===== src/rtl/dcache_bus_port_pkg.sv =====
// -----------------------------------------------------------------------------
// dcache_bus_port_pkg
//   Shared types and constants for the data-cache bus port.
//   - word_t            : 32-bit bus word
//   - bus_port_state_t  : FSM state encoding of the bus port
//   - BLK_WORDS         : words per cache block (only 2 is supported)
//   - BLK_WORD1_OFS     : byte offset of the second word of a block
//   - BAD_DATA          : value driven on dstore when no write is in progress
//   - blk_align()       : force an address to block alignment
// -----------------------------------------------------------------------------
package dcache_bus_port_pkg;

    typedef logic [31:0] word_t;

    typedef enum logic [3:0] {
        IDLE  = 4'd0,
        WB1   = 4'd1,
        WB2   = 4'd2,
        FILL1 = 4'd3,
        FILL2 = 4'd4,
        DONE  = 4'd5,
        SNOOP = 4'd6,
        SWB1  = 4'd7,
        SWB2  = 4'd8
    } bus_port_state_t;

    localparam int    BLK_WORDS     = 2;
    localparam word_t BLK_WORD1_OFS = 32'd4;
    localparam word_t BAD_DATA      = 32'hBAD0BAD0;

    // Blocks are two 32-bit words, so the low three address bits select
    // inside the block and are dropped.
    function automatic word_t blk_align(input word_t addr);
        return addr & ~32'h0000_0007;
    endfunction

endpackage


===== src/rtl/dcache_bus_port_if.sv =====
// -----------------------------------------------------------------------------
// dcache_bus_port_if
//   Cache-control bus between one CPU's dcache bus port and memory_control.
//   master : the cache-side bus port (drives dREN/dWEN/daddr/dstore/cctrans/
//            ccwrite, receives dwait/dload and snoop requests)
//   slave  : memory_control side
// -----------------------------------------------------------------------------
interface dcache_bus_port_if;
    import dcache_bus_port_pkg::*;

    logic  dwait;
    logic  dREN;
    logic  dWEN;
    word_t daddr;
    word_t dload;
    word_t dstore;
    logic  cctrans;
    logic  ccwrite;
    logic  ccwait;
    logic  ccinv;
    word_t ccsnoopaddr;

    modport master (
        input  dwait, dload, ccwait, ccinv, ccsnoopaddr,
        output dREN, dWEN, daddr, dstore, cctrans, ccwrite
    );

    modport slave (
        output dwait, dload, ccwait, ccinv, ccsnoopaddr,
        input  dREN, dWEN, daddr, dstore, cctrans, ccwrite
    );

endinterface


===== src/rtl/dcache_bus_port.sv =====
// -----------------------------------------------------------------------------
// dcache_bus_port
//   Cache-side end of the cache-control bus, one per CPU.
//   Initiator: a miss (req) becomes an optional two-word victim writeback
//   followed by a two-word coherent fill; done pulses once when the fill is
//   complete and fill_data0/1 hold the block from then on.
//   Responder: a snoop (ccwait) looks the block up in the cache (snp_hit,
//   snp_dirty), supplies dirty data on the bus and then invalidates
//   (snp_inv) or downgrades (snp_downgrade) the local copy.
//
//   Ports
//     CLK, nRST                    clock, asynchronous active-low reset
//     req, req_write, req_addr     miss request from the cache FSM
//     wb_valid, wb_addr, wb_data*  dirty victim to write back first
//     done, fill_data0/1           fill completion pulse and fill block
//     snp_hit/dirty/data*          cache lookup result for snp_addr
//     snp_addr                     block-aligned snooped address
//     snp_inv, snp_downgrade       pulses to update the local block state
//     snp_busy                     snoop in progress, cache holds its tags
//     bus                          cache-control bus (master side)
// -----------------------------------------------------------------------------
module dcache_bus_port
    import dcache_bus_port_pkg::*;
(
    input  logic                      CLK,
    input  logic                      nRST,

    input  logic                      req,
    input  logic                      req_write,
    input  word_t                     req_addr,
    input  logic                      wb_valid,
    input  word_t                     wb_addr,
    input  word_t                     wb_data0,
    input  word_t                     wb_data1,
    output logic                      done,
    output word_t                     fill_data0,
    output word_t                     fill_data1,

    input  logic                      snp_hit,
    input  logic                      snp_dirty,
    input  word_t                     snp_data0,
    input  word_t                     snp_data1,
    output word_t                     snp_addr,
    output logic                      snp_inv,
    output logic                      snp_downgrade,
    output logic                      snp_busy,

    dcache_bus_port_if.master         bus
);

    bus_port_state_t state_q, state_d;
    word_t           fill_data0_q, fill_data0_d;
    word_t           fill_data1_q, fill_data1_d;

    word_t           req_base;
    word_t           wb_base;

    // Misaligned addresses are masked; the second word is always base+4
    // with no carry out of the in-block offset.
    assign req_base = blk_align(req_addr);
    assign wb_base  = blk_align(wb_addr);
    assign snp_addr = blk_align(bus.ccsnoopaddr);

    assign fill_data0 = fill_data0_q;
    assign fill_data1 = fill_data1_q;

    // State register and fill buffer
    always_ff @(posedge CLK or negedge nRST) begin
        if (!nRST) begin
            state_q      <= IDLE;
            fill_data0_q <= '0;
            fill_data1_q <= '0;
        end else begin
            state_q      <= state_d;
            fill_data0_q <= fill_data0_d;
            fill_data1_q <= fill_data1_d;
        end
    end

    // Next-state logic
    always_comb begin
        state_d = state_q;
        case (state_q)
            IDLE: begin
                // A pending snoop wins over our own miss.
                if (bus.ccwait)      state_d = SNOOP;
                else if (req)        state_d = wb_valid ? WB1 : FILL1;
            end
            WB1:   if (!bus.dwait) state_d = WB2;
            WB2:   if (!bus.dwait) state_d = FILL1;
            FILL1: if (!bus.dwait) state_d = FILL2;
            FILL2: if (!bus.dwait) state_d = DONE;
            DONE:  state_d = IDLE;
            SNOOP: state_d = (snp_hit && snp_dirty) ? SWB1 : IDLE;
            SWB1:  if (!bus.dwait) state_d = SWB2;
            SWB2:  if (!bus.dwait) state_d = IDLE;
            default: state_d = IDLE;
        endcase
    end

    // Fill capture: a read word is taken in the cycle memory stops waiting.
    always_comb begin
        fill_data0_d = fill_data0_q;
        fill_data1_d = fill_data1_q;
        if (!bus.dwait) begin
            if (state_q == FILL1) fill_data0_d = bus.dload;
            if (state_q == FILL2) fill_data1_d = bus.dload;
        end
    end

    // Output decode
    always_comb begin
        done          = 1'b0;
        snp_inv       = 1'b0;
        snp_downgrade = 1'b0;
        snp_busy      = 1'b0;
        bus.dREN      = 1'b0;
        bus.dWEN      = 1'b0;
        bus.daddr     = '0;
        bus.dstore    = BAD_DATA;
        bus.cctrans   = 1'b0;
        bus.ccwrite   = 1'b0;

        case (state_q)
            WB1: begin
                bus.dWEN    = 1'b1;
                bus.cctrans = 1'b1;
                bus.daddr   = wb_base;
                bus.dstore  = wb_data0;
            end
            WB2: begin
                bus.dWEN    = 1'b1;
                bus.cctrans = 1'b1;
                bus.daddr   = wb_base + BLK_WORD1_OFS;
                bus.dstore  = wb_data1;
            end
            FILL1: begin
                bus.dREN    = 1'b1;
                bus.cctrans = 1'b1;
                bus.ccwrite = req_write;
                bus.daddr   = req_base;
            end
            FILL2: begin
                bus.dREN    = 1'b1;
                bus.cctrans = 1'b1;
                bus.ccwrite = req_write;
                bus.daddr   = req_base + BLK_WORD1_OFS;
            end
            DONE: begin
                done = 1'b1;
            end
            SNOOP: begin
                snp_busy = 1'b1;
                // ccwrite tells memory_control that this cache supplies data.
                if (snp_hit && snp_dirty)      bus.ccwrite = 1'b1;
                else if (snp_hit && bus.ccinv) snp_inv     = 1'b1;
            end
            SWB1: begin
                snp_busy    = 1'b1;
                bus.dWEN    = 1'b1;
                bus.ccwrite = 1'b1;
                bus.daddr   = snp_addr;
                bus.dstore  = snp_data0;
            end
            SWB2: begin
                snp_busy    = 1'b1;
                bus.dWEN    = 1'b1;
                bus.ccwrite = 1'b1;
                bus.daddr   = snp_addr + BLK_WORD1_OFS;
                bus.dstore  = snp_data1;
                // The local block changes state only once its data is out.
                if (!bus.dwait) begin
                    if (bus.ccinv) snp_inv       = 1'b1;
                    else           snp_downgrade = 1'b1;
                end
            end
            default: ;
        endcase
    end

endmodule

===== src/flat_wrapper.sv =====
// flat-port wrapper written by rule: the top's interface ports become plain ports
module dcache_bus_port_flat import dcache_bus_port_pkg::*;
  (CLK, nRST, req, req_write, req_addr, wb_valid, wb_addr, wb_data0, wb_data1, done, fill_data0, fill_data1, snp_hit, snp_dirty, snp_data0, snp_data1, snp_addr, snp_inv, snp_downgrade, snp_busy, bus_dwait, bus_dload, bus_ccwait, bus_ccinv, bus_ccsnoopaddr, bus_dREN, bus_dWEN, bus_daddr, bus_dstore, bus_cctrans, bus_ccwrite);
  dcache_bus_port_if bus_i ();
  input  logic CLK;
  input  logic nRST;
  input  logic req;
  input  logic req_write;
  input  word_t req_addr;
  input  logic wb_valid;
  input  word_t wb_addr;
  input  word_t wb_data0;
  input  word_t wb_data1;
  output logic done;
  output word_t fill_data0;
  output word_t fill_data1;
  input  logic snp_hit;
  input  logic snp_dirty;
  input  word_t snp_data0;
  input  word_t snp_data1;
  output word_t snp_addr;
  output logic snp_inv;
  output logic snp_downgrade;
  output logic snp_busy;
  input wire logic [$bits(bus_i.dwait)-1:0] bus_dwait;
  input wire logic [$bits(bus_i.dload)-1:0] bus_dload;
  input wire logic [$bits(bus_i.ccwait)-1:0] bus_ccwait;
  input wire logic [$bits(bus_i.ccinv)-1:0] bus_ccinv;
  input wire logic [$bits(bus_i.ccsnoopaddr)-1:0] bus_ccsnoopaddr;
  output wire logic [$bits(bus_i.dREN)-1:0] bus_dREN;
  output wire logic [$bits(bus_i.dWEN)-1:0] bus_dWEN;
  output wire logic [$bits(bus_i.daddr)-1:0] bus_daddr;
  output wire logic [$bits(bus_i.dstore)-1:0] bus_dstore;
  output wire logic [$bits(bus_i.cctrans)-1:0] bus_cctrans;
  output wire logic [$bits(bus_i.ccwrite)-1:0] bus_ccwrite;
  assign bus_i.dwait = bus_dwait;
  assign bus_i.dload = bus_dload;
  assign bus_i.ccwait = bus_ccwait;
  assign bus_i.ccinv = bus_ccinv;
  assign bus_i.ccsnoopaddr = bus_ccsnoopaddr;
  assign bus_dREN = bus_i.dREN;
  assign bus_dWEN = bus_i.dWEN;
  assign bus_daddr = bus_i.daddr;
  assign bus_dstore = bus_i.dstore;
  assign bus_cctrans = bus_i.cctrans;
  assign bus_ccwrite = bus_i.ccwrite;
  dcache_bus_port u_core (.CLK(CLK), .nRST(nRST), .req(req), .req_write(req_write), .req_addr(req_addr), .wb_valid(wb_valid), .wb_addr(wb_addr), .wb_data0(wb_data0), .wb_data1(wb_data1), .done(done), .fill_data0(fill_data0), .fill_data1(fill_data1), .snp_hit(snp_hit), .snp_dirty(snp_dirty), .snp_data0(snp_data0), .snp_data1(snp_data1), .snp_addr(snp_addr), .snp_inv(snp_inv), .snp_downgrade(snp_downgrade), .snp_busy(snp_busy), .bus(bus_i));
endmodule

===== config.mk =====
export PLATFORM = sky130hd
export DESIGN_NAME = dcache_bus_port_flat
export DESIGN_NICKNAME = d
export VERILOG_FILES = /design/src/rtl/dcache_bus_port_pkg.sv /design/src/rtl/dcache_bus_port_if.sv /design/src/rtl/dcache_bus_port.sv /design/src/flat_wrapper.sv
export SDC_FILE = /design/constraint.sdc
export NUM_CORES = 1
export LEC_CHECK = 0
export ABC_AREA = 1
export BUFFER_PORTS_ARGS = -buffer_cell sky130_fd_sc_hd__buf_4
export CAP_MARGIN = 20
export CELL_PAD_IN_SITES_DETAIL_PLACEMENT = 0
export CELL_PAD_IN_SITES_GLOBAL_PLACEMENT = 1
export CORE_AREA = 8 8 162 164
export CTS_BUF_LIST = sky130_fd_sc_hd__clkbuf_8
export CTS_CLUSTER_SIZE = 30
export DETAILED_ROUTE_END_ITERATION = 16
export DIE_AREA = 0 0 170 172
export HOLD_SLACK_MARGIN = 0.05
export PLACE_DENSITY = 0.77
export SYNTH_ARGS = -nofsm -noshare
export SYNTH_HDL_FRONTEND = slang
export SYNTH_SLANG_ARGS = --single-unit

===== constraint.sdc =====
create_clock -name CLK -period 2.1 [get_ports CLK]
set_clock_uncertainty 0.15 [all_clocks]
set_input_delay 0.42 -clock CLK [delete_from_list [all_inputs] [get_ports CLK]]
set_output_delay 0.42 -clock CLK [all_outputs]
set_load 0.01 [all_outputs]

# --- After elaboration in Yosys (flattened, before gate mapping) ---
# Cells that the tools add are included.
word_totals:
  ff_bits: 68
  latch_bits: 0
  ram_bits: 0
  mem_bits_ro: 0
  in_bits: 266
  out_inout_bits: 168
  n_memories: 0
op_classes:
  n_addsub: 3
  n_mul: 0
  div_mod_pow: 0
  order_cmp: 0
  n_eq_ne: 15
  shift: 0
  muxes: 28
  bitwise_logic: 1
  n_reduce_logical: 11
ops:
  columns: ["cell", "count"]
  rows:
  - ["$pmux W32 S6", 1]
  - ["$pmux W32 S4", 1]
  - ["$add A32 B3 Y32 const B", 3]
  - ["$mux W4", 8]
  - ["$pmux W4 S8", 1]
  - ["$eq A4 B3 Y1 const B", 4]
  - ["$mux W1", 13]
  - ["$ne A2 B2 Y1 const B", 6]
  - ["$eq A4 B2 Y1 const B", 2]
  - ["$reduce_or A4 Y1", 2]
  - ["$reduce_and A7 Y1", 1]
  - ["$eq A4 B1 Y1 const B", 1]
  - ["$eq A4 B4 Y1 const B", 1]
  - ["$logic_not A4 Y1", 1]
  - ["$reduce_and A2 Y1", 2]
  - ["$reduce_or A2 Y1", 2]
  - ["$mux W3", 1]
  - ["$ne A3 B3 Y1 const B", 1]
  - ["$pmux W1 S3", 1]
  - ["$reduce_or A3 Y1", 1]
  - ["$logic_and A1 B1 Y1", 2]
  - ["$mux W2", 1]
  - ["$pmux W1 S2", 1]
  - ["$not A1 Y1", 1]

# --- Depth between registers and ports, before layout ---
# Gate-level depths: netlist (run 1).
depth:
  ltp_word: 4
  mapped_depth: 10

# --- Least setup slack after synthesis (run 1) ---
# No wires, ideal clock.
synth_timing:
  path_type: "register -> output"
  from: "reg u_core.state_q[1]"
  to: "out bus_daddr[16]"
  arrival_ns: 1.341
  required_time_ns: 1.530
  path_slack_ns: 0.189
  path_stages_with_launch: 10
  path_buffers: 2
  path_cell_list: "dfrtp_1 > nor2_4 > nand2_2 > inv_2 > nor2_8 > inv_2 > buf_6 > buf_6 > nand2_1 > nand2_1"
synth_between:
  elab_chain_cells: 2
  word_cells_on_any_way: 7
  cone_classes: "eq/ne: 6; mux: 1"
synth_lines:
  columns: ["item", "line", "text"]
  rows:
  - ["start: declaration", "dcache_bus_port.sv:51", "bus_port_state_t state_q, state_d;"]
  - ["start signal: assignment", "dcache_bus_port.sv:74", "state_q <= state_d;"]
  - ["$eq A4 B4 Y1 (tied with other cells)", "dcache_bus_port.sv:124", "case (state_q)"]
  - ["$pmux W32 S6 (*)", "dcache_bus_port.sv:124", null]
  - ["end: declaration", "flat_wrapper.sv:32", "output wire logic [$bits(bus_i.daddr)-1:0] bus_daddr;"]
# Mark *: on every way between the ends. The rest lies on a longest branch, timed or not.

# --- Worst setup path in the final report (run 1) ---
layout_timing:
  from: "reg u_core.state_q[3]"
  to: "out bus_daddr[13]"
# Same word-level chain as after synthesis.

==> results of run 1 <==
-- metrics by stage --
step                worst slack (ps)  TNS (ps)  instances  power (uW)
finish                          -299    -15270       1393       11200
floorplan                        189         0        667        5530
CTS                             -294    -15370       1375       10500
global route                    -397    -23070       1393       12100
global placement                46.1         0       1357        9270
detailed placement              17.7         0       1357        9320
-- flip-flops by register name, summed over array words and instances (netlist names) --
register and count:
u_core.state_q 4, u_core.fill_data0 32, u_core.fill_data1 32
-- Yosys cell counts --
cell	n
sky130_fd_sc_hd__a21oi_1	11
sky130_fd_sc_hd__a22oi_1	17
sky130_fd_sc_hd__buf_2	24
sky130_fd_sc_hd__buf_4	34
sky130_fd_sc_hd__buf_6	5
sky130_fd_sc_hd__clkbuf_1	2
sky130_fd_sc_hd__clkbuf_2	4
sky130_fd_sc_hd__conb_1	1
sky130_fd_sc_hd__dfrtp_1	68
sky130_fd_sc_hd__inv_1	42
sky130_fd_sc_hd__inv_2	5
sky130_fd_sc_hd__nand2_1	293
sky130_fd_sc_hd__nand2_2	5
sky130_fd_sc_hd__nand2_4	2
sky130_fd_sc_hd__nand3_1	42
sky130_fd_sc_hd__nand3b_1	1
sky130_fd_sc_hd__nand4_1	21
sky130_fd_sc_hd__nor2_1	9
sky130_fd_sc_hd__nor2_2	6
sky130_fd_sc_hd__nor2_4	1
sky130_fd_sc_hd__nor2_8	2
sky130_fd_sc_hd__nor3_1	1
sky130_fd_sc_hd__o21ai_0	55
sky130_fd_sc_hd__o21ai_1	10
sky130_fd_sc_hd__o21ai_2	1
sky130_fd_sc_hd__or2_2	1
-- power groups by stage --
stage,combinational (uW),clock (uW),sequential (uW)
finish,7820,1100,2300
global route,8500,1200,2380
CTS,7100,1150,2300
detailed placement,7030,0,2290
global placement,7010,0,2270
floorplan,3030,0,2510
-- kinds of logic (layout without fill, tap and decap cells) --
group	after synthesis	count (layout)	synth area share, %
and+or+nand+nor	384	385	36.4
buffers and inverters	116	517	14.1
AOI/OAI and AO/OA	94	94	11.5
DFF	68	68	37.9
other	1	5	0.0834
-- layout make-up --
cell class | instances | area, um2 | share of cell area [%]
Timing Repair Buffer | 455 | 3720 | 43.5
Sequential cell | 68 | 1710 | 19.9
Multi-Input combinational cell | 484 | 2340 | 27.3
Tap cell | 324 | 405 | 4.73
Clock buffer | 11 | 151 | 1.77
Inverter | 47 | 194 | 2.27
Clock inverter | 4 | 48.8 | 0.570
-- worst max-delay path by stage --
| stage | from | endpoint | slack [ps] | cells after the start |
|---|---|---|---|---|
| global route | u_core.state_q[0] | bus_dstore[25] | -400 | 9 |
| finish | u_core.state_q[3] | bus_daddr[13] | -300 | 8 |
| global placement | u_core.state_q[0] | bus_dstore[15] | 50 | 8 |
| CTS | u_core.state_q[3] | bus_daddr[17] | -290 | 9 |
| floorplan | u_core.state_q[1] | bus_daddr[16] | 190 | 9 |
| detailed placement | u_core.state_q[0] | bus_dstore[31] | 20 | 8 |
-- what timing repair did --
action / 4_1_cts / 5_1_grt
gates cloned: 0 / 11
hold buffers: 1 / 0
gates resized for setup: 10 / 45
setup buffers: 2 / 8
hold endpoints to repair: 23 / 0
pin swaps: 1 / 7
endpoints found under the setup margin: 67 / 69
-- worst max-delay path, cell delays in order (launching register included) --
cell and delay (ps):
sky130_fd_sc_hd__dfrtp_1 410, sky130_fd_sc_hd__buf_4 150, sky130_fd_sc_hd__nor2_4 180, sky130_fd_sc_hd__nand2_1 100, sky130_fd_sc_hd__o21ai_2 80, sky130_fd_sc_hd__buf_12 200
sky130_fd_sc_hd__a22oi_1 90, sky130_fd_sc_hd__nand2_1 110, sky130_fd_sc_hd__buf_4 130
-- routing by layer --
layer  vias up  global-route usage [%]
li1       2883                       -
met1      2683                    18.0
met2       288                    25.4
met3        29                    5.57
met4         0                    4.42
met5         -                       0
==> qor_table.md, run 1 <==
| Item | Reported |
|:---|:---|
| Status | finished, violations left |
| Failing checks | negative setup slack |
| Instance area after placement | 7850 um2 |
| Type of the worst min-delay path | in -> reg |
| Peak supply drop | 0.658 mV |
| Final antenna-violating net count | 0 |
| Register clock-pin slew on the reported worst setup and hold paths | 80 ps |
| # H-tree levels | 3 |
| Wire per inst | 18.2 um |
| R2R Path End | u_core.state_q[2] |
| Leakage power | 0.00459 uW |
| Final global-route overflow total | 0 |
| Maximum number of buffers from clock root to sink | 2 |
| Final period util | 114% |
| Final core utilization | 35.9% |
| Initial DRT Pass Iterations | 4 |
| Unrepaired setup endpoints after global routing | true |
| Fill cell total of the finished layout | 2599 |
| Final critical delay including setup and external delays | 2400 ps |
| Site row count | 57 |
| Wire length on met2 | 12300 um |
| Cell type with the largest total area after synthesis | sky130_fd_sc_hd__dfrtp_1 |
| Reg2Reg Setup Slack | 290 ps |
| Clock Sink Count | 68 |
| Number of buffers inserted during clock tree synthesis | 9 |
| Master cell of the clock root buffer | sky130_fd_sc_hd__clkbuf_8 |
| Die height | 172 um |
| Synth area leaders | sky130_fd_sc_hd__dfrtp_1 38%, sky130_fd_sc_hd__nand2_1 24%, sky130_fd_sc_hd__o21ai_0 6.1% |
| Die span in x | 170 um |
| Area share of the leading cell type in the synthesized netlist | 37.9% |
| Number of nets in the layout | 1331 |
| Leading cell types in the layout, fill and taps excluded | 428 x sky130_fd_sc_hd__buf_4, 284 x sky130_fd_sc_hd__nand2_1, 65 x sky130_fd_sc_hd__dfrtp_1 |
| Final design area excluding fillers | 8560 um2 |
| Via density | 4.22 |
| Startpoint type of the worst setup path | flop |
| Critical register-to-register path startpoint | u_core.state_q[3] |
| Max Cap Violations | 0 |
| Gr usage total | 15.2% |
| Total of warnings raised by yosys | 0 |
| Slew Viols, Final | 0 |
| Vias in the first global route | 5791 |
| Number of flip-flops and latches in the synthesized netlist | 68 |
| Fraction of layout instances using a drive strength above 1 | 48.6% |
| Number of DRC markers in iteration 0 | 306 |
| Die area | 29200 um2 |
| CTS tree | built |
| Worst setup slack after layout | -299 ps |
| Critical hold path startpoint | bus_dload[15] |
| Synth-to-Final Area Change | 90.5% |
| Switching power of the nets | 4940 uW |
| Pint | 6290 uW |
| Wirelength, routed | 25400 um |
| Critical path peak fanout | 31 |
| Commonest non-fill, non-tap cell in the layout | sky130_fd_sc_hd__buf_4 |
| Crit path capture type | primary output |
| Relative contribution of sequential cells to total power | 20.5% |
| Worst Hold Depth | 3 |
| Routed length on met1 | 10100 um |
| Required time reported for the critical path endpoint | 1530 ps |
| Number of I/O port buffers | 419 |
| Power per cell area | 1310 nW/um2 |
| Worst Reg-to-Reg Cells | 10 |
| Met3 wire length | 2570 um |
| Floorplan Core Area | 23800 um2 |
| Final RePlAce weighted congestion | 0.934 |
| Syn Inst Count | 663 |
| Maximum number of pins on one net before global-route repair | 65 |
| Switching Fraction | 44.0% |
| Number of antenna violations at the first check in global routing | 0 |
| Hold Path End | u_core.fill_data0[15] |
| Count of endpoints failing setup in the final report | 68 |
| Via count | 5883 |
| Gate power share | 69.7% |
| Synthesized area divided by synthesized cell count | 6.78 um2 |
| Final number of hold-violating endpoints | 0 |
| Drc violations | 0 |
| Worst-skew pair later-pin latency | 340 ps |
| Total standard cell area after synthesis | 4490 um2 |
| Number of top-level design ports | 434 |
| Wire length of the first global-routing pass | 34500 um |
| Relative contribution of the clock network to total power | 9.8% |
| Top Layer Used | met4 |
| Detailed placement HPWL | 19700 um |
| Highest attainable clock frequency | 0.417 GHz |
| Hold WS | 194 ps |
| Unique cell type count in the Yosys netlist | 26 |
| Starting density of the core | 18.9% |
| Arrival time of data at the critical path endpoint | 1830 ps |
| Diode count | 0 |
| Share of synthesized area occupied by flip-flops and latches | 37.9% |
| Kind of critical path | reg -> out |
(Power assumes the default switching activity.)
==> inputs of run 2 (changes only) <==
- SKIP_CTS_REPAIR_TIMING: default -> 1
- SKIP_LAST_GASP: default -> 1
==> run 2 against run 1 <==
Compared with the run above:
- the run still ends with negative setup slack left
- first-iteration DRC count fell by 21%
- total power rose by 5.2%
- routed wire length grew 1.8%
- die area is the same
- worst setup slack better by 23 ps
- final cell count up 0.14%
- cell area up 4.6%
- sequential share of layout area down 0.88 points
- combinational power is 7.4% higher
- fmax increased by 0.96%
- non-clock buffer count is 2 higher
- critical endpoint is now bus_daddr[11]
- largest power group unchanged
==> qor_table.md, run 2 (synthesis gave the netlist of run 1 again) <==
| Item | Reported | Delta |
|:---|:---|:---|
| Fill cell total of the finished layout | 2566 | -1.3% |
| Leading cell types in the layout, fill and taps excluded | 400 x sky130_fd_sc_hd__buf_4, 247 x sky130_fd_sc_hd__nand2_1, 65 x sky130_fd_sc_hd__dfrtp_1 |  |
| Worst Hold Depth | 3 | unchanged |
| Non-filler instance count after layout | 1395 | +0.14% |
| Vias in the first global route | 5782 | -0.16% |
| Worst setup slack after layout | -276 ps | +22.9 ps |
| Die span in x | 170 um | unchanged |
| CTS tree | built |  |
| Final core utilization | 37.6% | +1.7 points |
| Site row count | 57 | unchanged |
| Via count | 5922 | +0.66% |
| Detailed placement HPWL | 19700 um | unchanged |
| Unrepaired setup endpoints after global routing | true |  |
| Synth-to-Final Area Change | 99.4% |  |
| Worst-skew pair later-pin latency | 330 ps | about the same |
| Arrival time of data at the critical path endpoint | 1810 ps | -20 ps |
| Final antenna-violating net count | 0 | unchanged |
| Via density | 4.25 | +0.52% |
| Final number of hold-violating endpoints | 0 | unchanged |
| Master cell of the clock root buffer | sky130_fd_sc_hd__clkbuf_8 |  |
| Critical path peak fanout | 31 | unchanged |
| Die area | 29200 um2 | unchanged |
| Failing checks | negative setup slack |  |
| Final RePlAce weighted congestion | 0.934 | unchanged |
| Worst Reg-to-Reg Cells | 9 | -1 |
| Number of nets in the layout | 1333 | +0.15% |
| Max Cap Violations | 0 | unchanged |
| Wire length of the first global-routing pass | 34400 um | -0.28% |
| Drc violations | 0 | unchanged |
| Wirelength, routed | 25900 um | +1.8% |
| Number of I/O port buffers | 419 | unchanged |
| Number of top-level design ports | 434 | unchanged |
| Status | finished, violations left |  |
| Fraction of layout instances using a drive strength above 1 | 53.3% | +4.8 points |
| Wire per inst | 18.6 um | +1.7% |
| Highest attainable clock frequency | 0.421 GHz | +0.96% |
| Initial DRT Pass Iterations | 5 | +1 |
| Kind of critical path | reg -> out |  |
| Number of antenna violations at the first check in global routing | 0 | unchanged |
| Diode count | 0 | unchanged |
| Number of instances in the placed design | 1357 | unchanged |
| Die height | 172 um | unchanged |
| Floorplan Core Area | 23800 um2 | unchanged |
| Leakage power | 0.00484 uW | +5.6% |
| # H-tree levels | 3 | unchanged |
| Required time reported for the critical path endpoint | 1530 ps | about the same |
| Gr usage total | 15.1% | -0.039 points |
| Maximum number of pins on one net before global-route repair | 65 | unchanged |
| Count of endpoints failing setup in the final report | 67 | -1.5% |
| Power per cell area | 1320 nW/um2 | +0.49% |
| Final global-route overflow total | 0 | unchanged |
| Crit path capture type | primary output |  |
| Commonest non-fill, non-tap cell in the layout | sky130_fd_sc_hd__buf_4 |  |
| Clock Sink Count | 68 | unchanged |
| Final critical delay including setup and external delays | 2380 ps | -22.9 ps |
| Final period util | 113% | -1.1 points |
| Number of buffers inserted during clock tree synthesis | 9 | unchanged |
| Maximum number of buffers from clock root to sink | 2 | unchanged |
| Peak supply drop | 0.654 mV | -0.49% |
| Type of the worst min-delay path | in -> reg |  |
| Startpoint type of the worst setup path | flop |  |
| Register clock-pin slew on the reported worst setup and hold paths | 80 ps | about the same |
| Slew Viols, Final | 0 | unchanged |
| Starting density of the core | 18.9% | unchanged |
| Number of DRC markers in iteration 0 | 243 | -21% |
run 2: changes by cell type in the layout (fill, tap and decap cells not counted), sizes merged:
cell	before	now
buf	446	447
clkbuf	19	20
run 2: cell type report:
| type | instances | area, um2 | area share [%] |
|---|---|---|---|
| Multi-Input combinational cell | 484 | 2590 | 28.9 |
| Tap cell | 324 | 405 | 4.52 |
| Timing Repair Buffer | 457 | 3860 | 43.1 |
| Clock inverter | 4 | 48.8 | 0.545 |
| Sequential cell | 68 | 1710 | 19.0 |
| Clock buffer | 11 | 151 | 1.69 |
| Inverter | 47 | 196 | 2.19 |
run 2: final timing paths:
kind | start | to | slack [ps]
hold reg to reg | u_core.fill_data0[25] | u_core.fill_data0[25] | 340
hold / removal | bus_dload[15] | u_core.fill_data0[15] | 190
setup / recovery | u_core.state_q[2] | bus_daddr[11] | -280
min in group asynchronous | nRST | u_core.fill_data0[20] | 360
setup reg to reg | u_core.state_q[2] | u_core.state_q[2] | 290
max in group asynchronous | nRST | u_core.state_q[1] | 850
run 2: worst max-delay path, stage by stage (launching register included):
cell	delay (ps)
sky130_fd_sc_hd__dfrtp_2	480
sky130_fd_sc_hd__nor2_4	230
sky130_fd_sc_hd__nand2_1	100
sky130_fd_sc_hd__o21ai_2	90
sky130_fd_sc_hd__buf_12	210
sky130_fd_sc_hd__nand2_1	130
sky130_fd_sc_hd__nand3_2	100
sky130_fd_sc_hd__buf_6	100
run 2: per-stage QoR:
step	setup TNS (ps)	hold WS (ps)	power (uW)	worst slack, ps	area, um2
global route	-23490	182	12700	-440	8960
detailed placement	0	192	9320	17.7	7850
global placement	0	191	9270	46.1	7850
CTS	-19270	-185	10500	-378	8050
floorplan	0	-25.6	5530	189	4510
finish	-15360	193	11800	-276	8960
run 2: report_power, final:
group | switching (uW) | internal (uW)
clock | 495 | 605
combinational | 4270 | 4130
sequential | 405 | 1900
total | 5170 | 6640
run 2: metal layers:
layer,vias to the layer above,routed length [um],track usage [%]
li1,2893,-,-
met1,2709,10400,17.9
met2,283,12500,25.4
met3,37,2480,5.62
met4,0,565,4.42
met5,-,0,0
==> inputs of run 3 (changes only) <==
- BUFFER_PORTS_ARGS: -buffer_cell sky130_fd_sc_hd__buf_4 -> default
- CORE_AREA: 8 8 162 164 -> 8 8 163 165
- DIE_AREA: 0 0 170 172 -> 0 0 171 173
- DONT_BUFFER_PORTS: default -> 1
- PLACE_DENSITY: 0.77 -> 0.51
==> run 3 against run 2 <==
Compared with the run above:
- fmax increased by 1.1%
- cell area decreased by 36%
- sequential share of layout area increased by 11 points
- routed wire length decreased by 14%
- flip-flop and latch count unchanged
- sequential power increased by 17%
- clock power increased by 4%
- critical path depth increased by 1
- hold slack got worse by 580 ps
- the run ends with negative hold slack, negative setup slack left
- largest cell class is now multi-input gates
- global-route usage decreased by 2.4 points
- die area increased by 1.2%
==> qor_table.md, run 3 (synthesis gave the netlist of run 1 again) <==
| Item | Reported | Delta |
|:---|:---|:---|
| Status | finished, violations left |  |
| Failing checks | negative hold slack, negative setup slack |  |
| Drc violations | 0 | unchanged |
| Met2 track utilization from global routing | 21.5% | -3.9 points |
| Synth-to-Final Area Change | 28.3% |  |
| Crit path capture type | primary output |  |
| Slew Viols, Final | 0 | unchanged |
| Critical path peak fanout | 6 | -81% |
| Master cell of the clock root buffer | sky130_fd_sc_hd__clkbuf_8 |  |
| Hold WS | -383 ps | -577 ps |
| Wire per inst | 22.5 um | +22% |
| Number of nets in the layout | 929 | -30% |
| Reg2Reg Setup Slack | 280 ps | about the same |
| Count of endpoints failing setup in the final report | 67 | unchanged |
| Type of the worst min-delay path | in -> async |  |
| Final antenna-violating net count | 0 | unchanged |
| Final RePlAce weighted congestion | 0.897 | -4.0% |
| Diode count | 0 | unchanged |
| Number of I/O port buffers | 0 | -100% |
| Die area | 29600 um2 | +1.2% |
| Vias in the first global route | 4295 | -26% |
| Global-route layer with the greatest usage | met2 |  |
| Maximum number of pins on one net before global-route repair | 69 | +6.2% |
| Worst setup slack after layout | -250 ps | +26.3 ps |
| Highest attainable clock frequency | 0.426 GHz | +1.1% |
| Detailed placement HPWL | 16900 um | -14% |
| Wirelength, routed | 22400 um | -14% |
| Maximum number of buffers from clock root to sink | 2 | unchanged |
| Global-route met3 utilization | 6.19% | +0.58 points |
| Final critical delay including setup and external delays | 2350 ps | -26.3 ps |
| Non-filler instance count after layout | 992 | -29% |
| Global-route met1 utilization | 13.9% | -4.0 points |
| Floorplan Core Area | 24000 um2 | +0.60% |
| Number of antenna violations at the first check in global routing | 2 | +2 |
| Gr usage total | 12.7% | -2.4 points |
| Instance area after placement | 4730 um2 | -40% |
| Max Cap Violations | 0 | unchanged |
| Number of top-level design ports | 434 | unchanged |
| CTS tree | built |  |
| Register clock-pin slew on the reported worst setup and hold paths | 80 ps | about the same |
| Worst-skew pair later-pin latency | 340 ps | about the same |
| Leading cell types in the layout, fill and taps excluded | 266 x sky130_fd_sc_hd__nand2_1, 65 x sky130_fd_sc_hd__dfrtp_1, 55 x sky130_fd_sc_hd__o21ai_0 |  |
| Power per cell area | 1620 nW/um2 | +23% |
| Final period util | 112% | -1.3 points |
| Number of instances in the placed design | 945 | -30% |
| Final number of hold-violating endpoints | 68 | +68 |
| Kind of critical path | reg -> out |  |
| Startpoint type of the worst setup path | flop |  |
| Fraction of layout instances using a drive strength above 1 | 24.1% | -29 points |
| Final global-route overflow total | 0 | unchanged |
| Worst-Margin Slew | 620 ps |  |
| Initial DRT Pass Iterations | 5 | unchanged |
| Die span in x | 171 um | +0.59% |
| Peak supply drop | 0.476 mV | -27% |
| Final design area excluding fillers | 5770 um2 | -36% |
| Site row count | 57 | unchanged |
| Arrival time of data at the critical path endpoint | 1780 ps | -30 ps |
| Number of DRC markers in iteration 0 | 258 | +6.2% |
| Number of buffers inserted during clock tree synthesis | 9 | unchanged |
| Required time reported for the critical path endpoint | 1530 ps | about the same |
| Clock Sink Count | 68 | unchanged |
| Wire length of the first global-routing pass | 28500 um | -17% |
| Die height | 173 um | +0.58% |
| Via density | 4.48 | +5.5% |
| Unrepaired setup endpoints after global routing | true |  |
| Slew HR | 58.7% |  |
| Via count | 4444 | -25% |
| Starting density of the core | 18.8% | -0.11 points |
| # H-tree levels | 3 | unchanged |
| Leakage power | 0.00271 uW | -44% |
| Commonest non-fill, non-tap cell in the layout | sky130_fd_sc_hd__nand2_1 |  |
==> run 3: cell count changes in the layout (fill, tap and decap cells not counted), sizes merged <==
cell / delta
buf: -402
clkbuf: -2
clkinv: -3
clkinvlp: +1
dlygate4sd3: -1
inv: +3
nand2: +1
==> run 3: cell type report <==
type                            instances  area, um2
Timing Repair Buffer                   52        691
Multi-Input combinational cell        485       2560
Fill cell                            2736      18200
Sequential cell                        68       1710
Clock inverter                          5       58.8
Inverter                               47        191
Clock buffer                           11        151
Tap cell                              324        405
==> run 3: worst paths after layout <==
| kind | startpoint | endpoint | cells after the start |
|---|---|---|---|
| setup reg to reg | u_core.state_q[1] | u_core.state_q[0] | 11 |
| max in group asynchronous | nRST | u_core.fill_data1[25] | 0 |
| hold reg to reg | u_core.fill_data1[29] | u_core.fill_data1[29] | 2 |
| setup / recovery | u_core.state_q[0] | bus_dstore[31] | 8 |
| hold / removal | nRST | u_core.fill_data1[8] | 0 |
| min in group CLK | bus_dload[16] | u_core.fill_data0[16] | 2 |
==> run 3: metal layers <==
layer  routed length [um]  vias up  part of all wire (%)
met5                   13        -                 0.058
met3                 2840       34                    13
met4                  493        2                   2.2
met1                 8140     2048                    36
met2                10900      269                    49
li1                     -     2091                     -
==> run 3: critical path: stages (launching register included) <==
cell,delay [ps]
sky130_fd_sc_hd__dfrtp_2,480
sky130_fd_sc_hd__buf_4,160
sky130_fd_sc_hd__nor2_4,100
sky130_fd_sc_hd__nand2_4,90
sky130_fd_sc_hd__inv_8,90
sky130_fd_sc_hd__nor2_8,50
sky130_fd_sc_hd__buf_6,130
sky130_fd_sc_hd__nand2_8,90
sky130_fd_sc_hd__nand4_1,230
==> run 3: per-stage QoR <==
stage	total power (uW)	hold slack [ps]	util, %	setup TNS (ps)	worst slack [ps]
floorplan	5530	-25.6	-	0	189
global placement	6780	-22.7	19.7	0	40.8
CTS	8000	-416	20.6	-18340	-386
detailed placement	6790	-23.2	19.7	0	21.9
finish	9360	-383	24.1	-12160	-250
global route	10100	-426	24.1	-19020	-349
==> run 3: power by group <==
group / switching [uW] / internal (uW) / leakage, uW
combinational: 3390 / 2120 / 0.00175
clock: 524 / 618 / 0.000108
sequential: 806 / 1900 / 0.000855
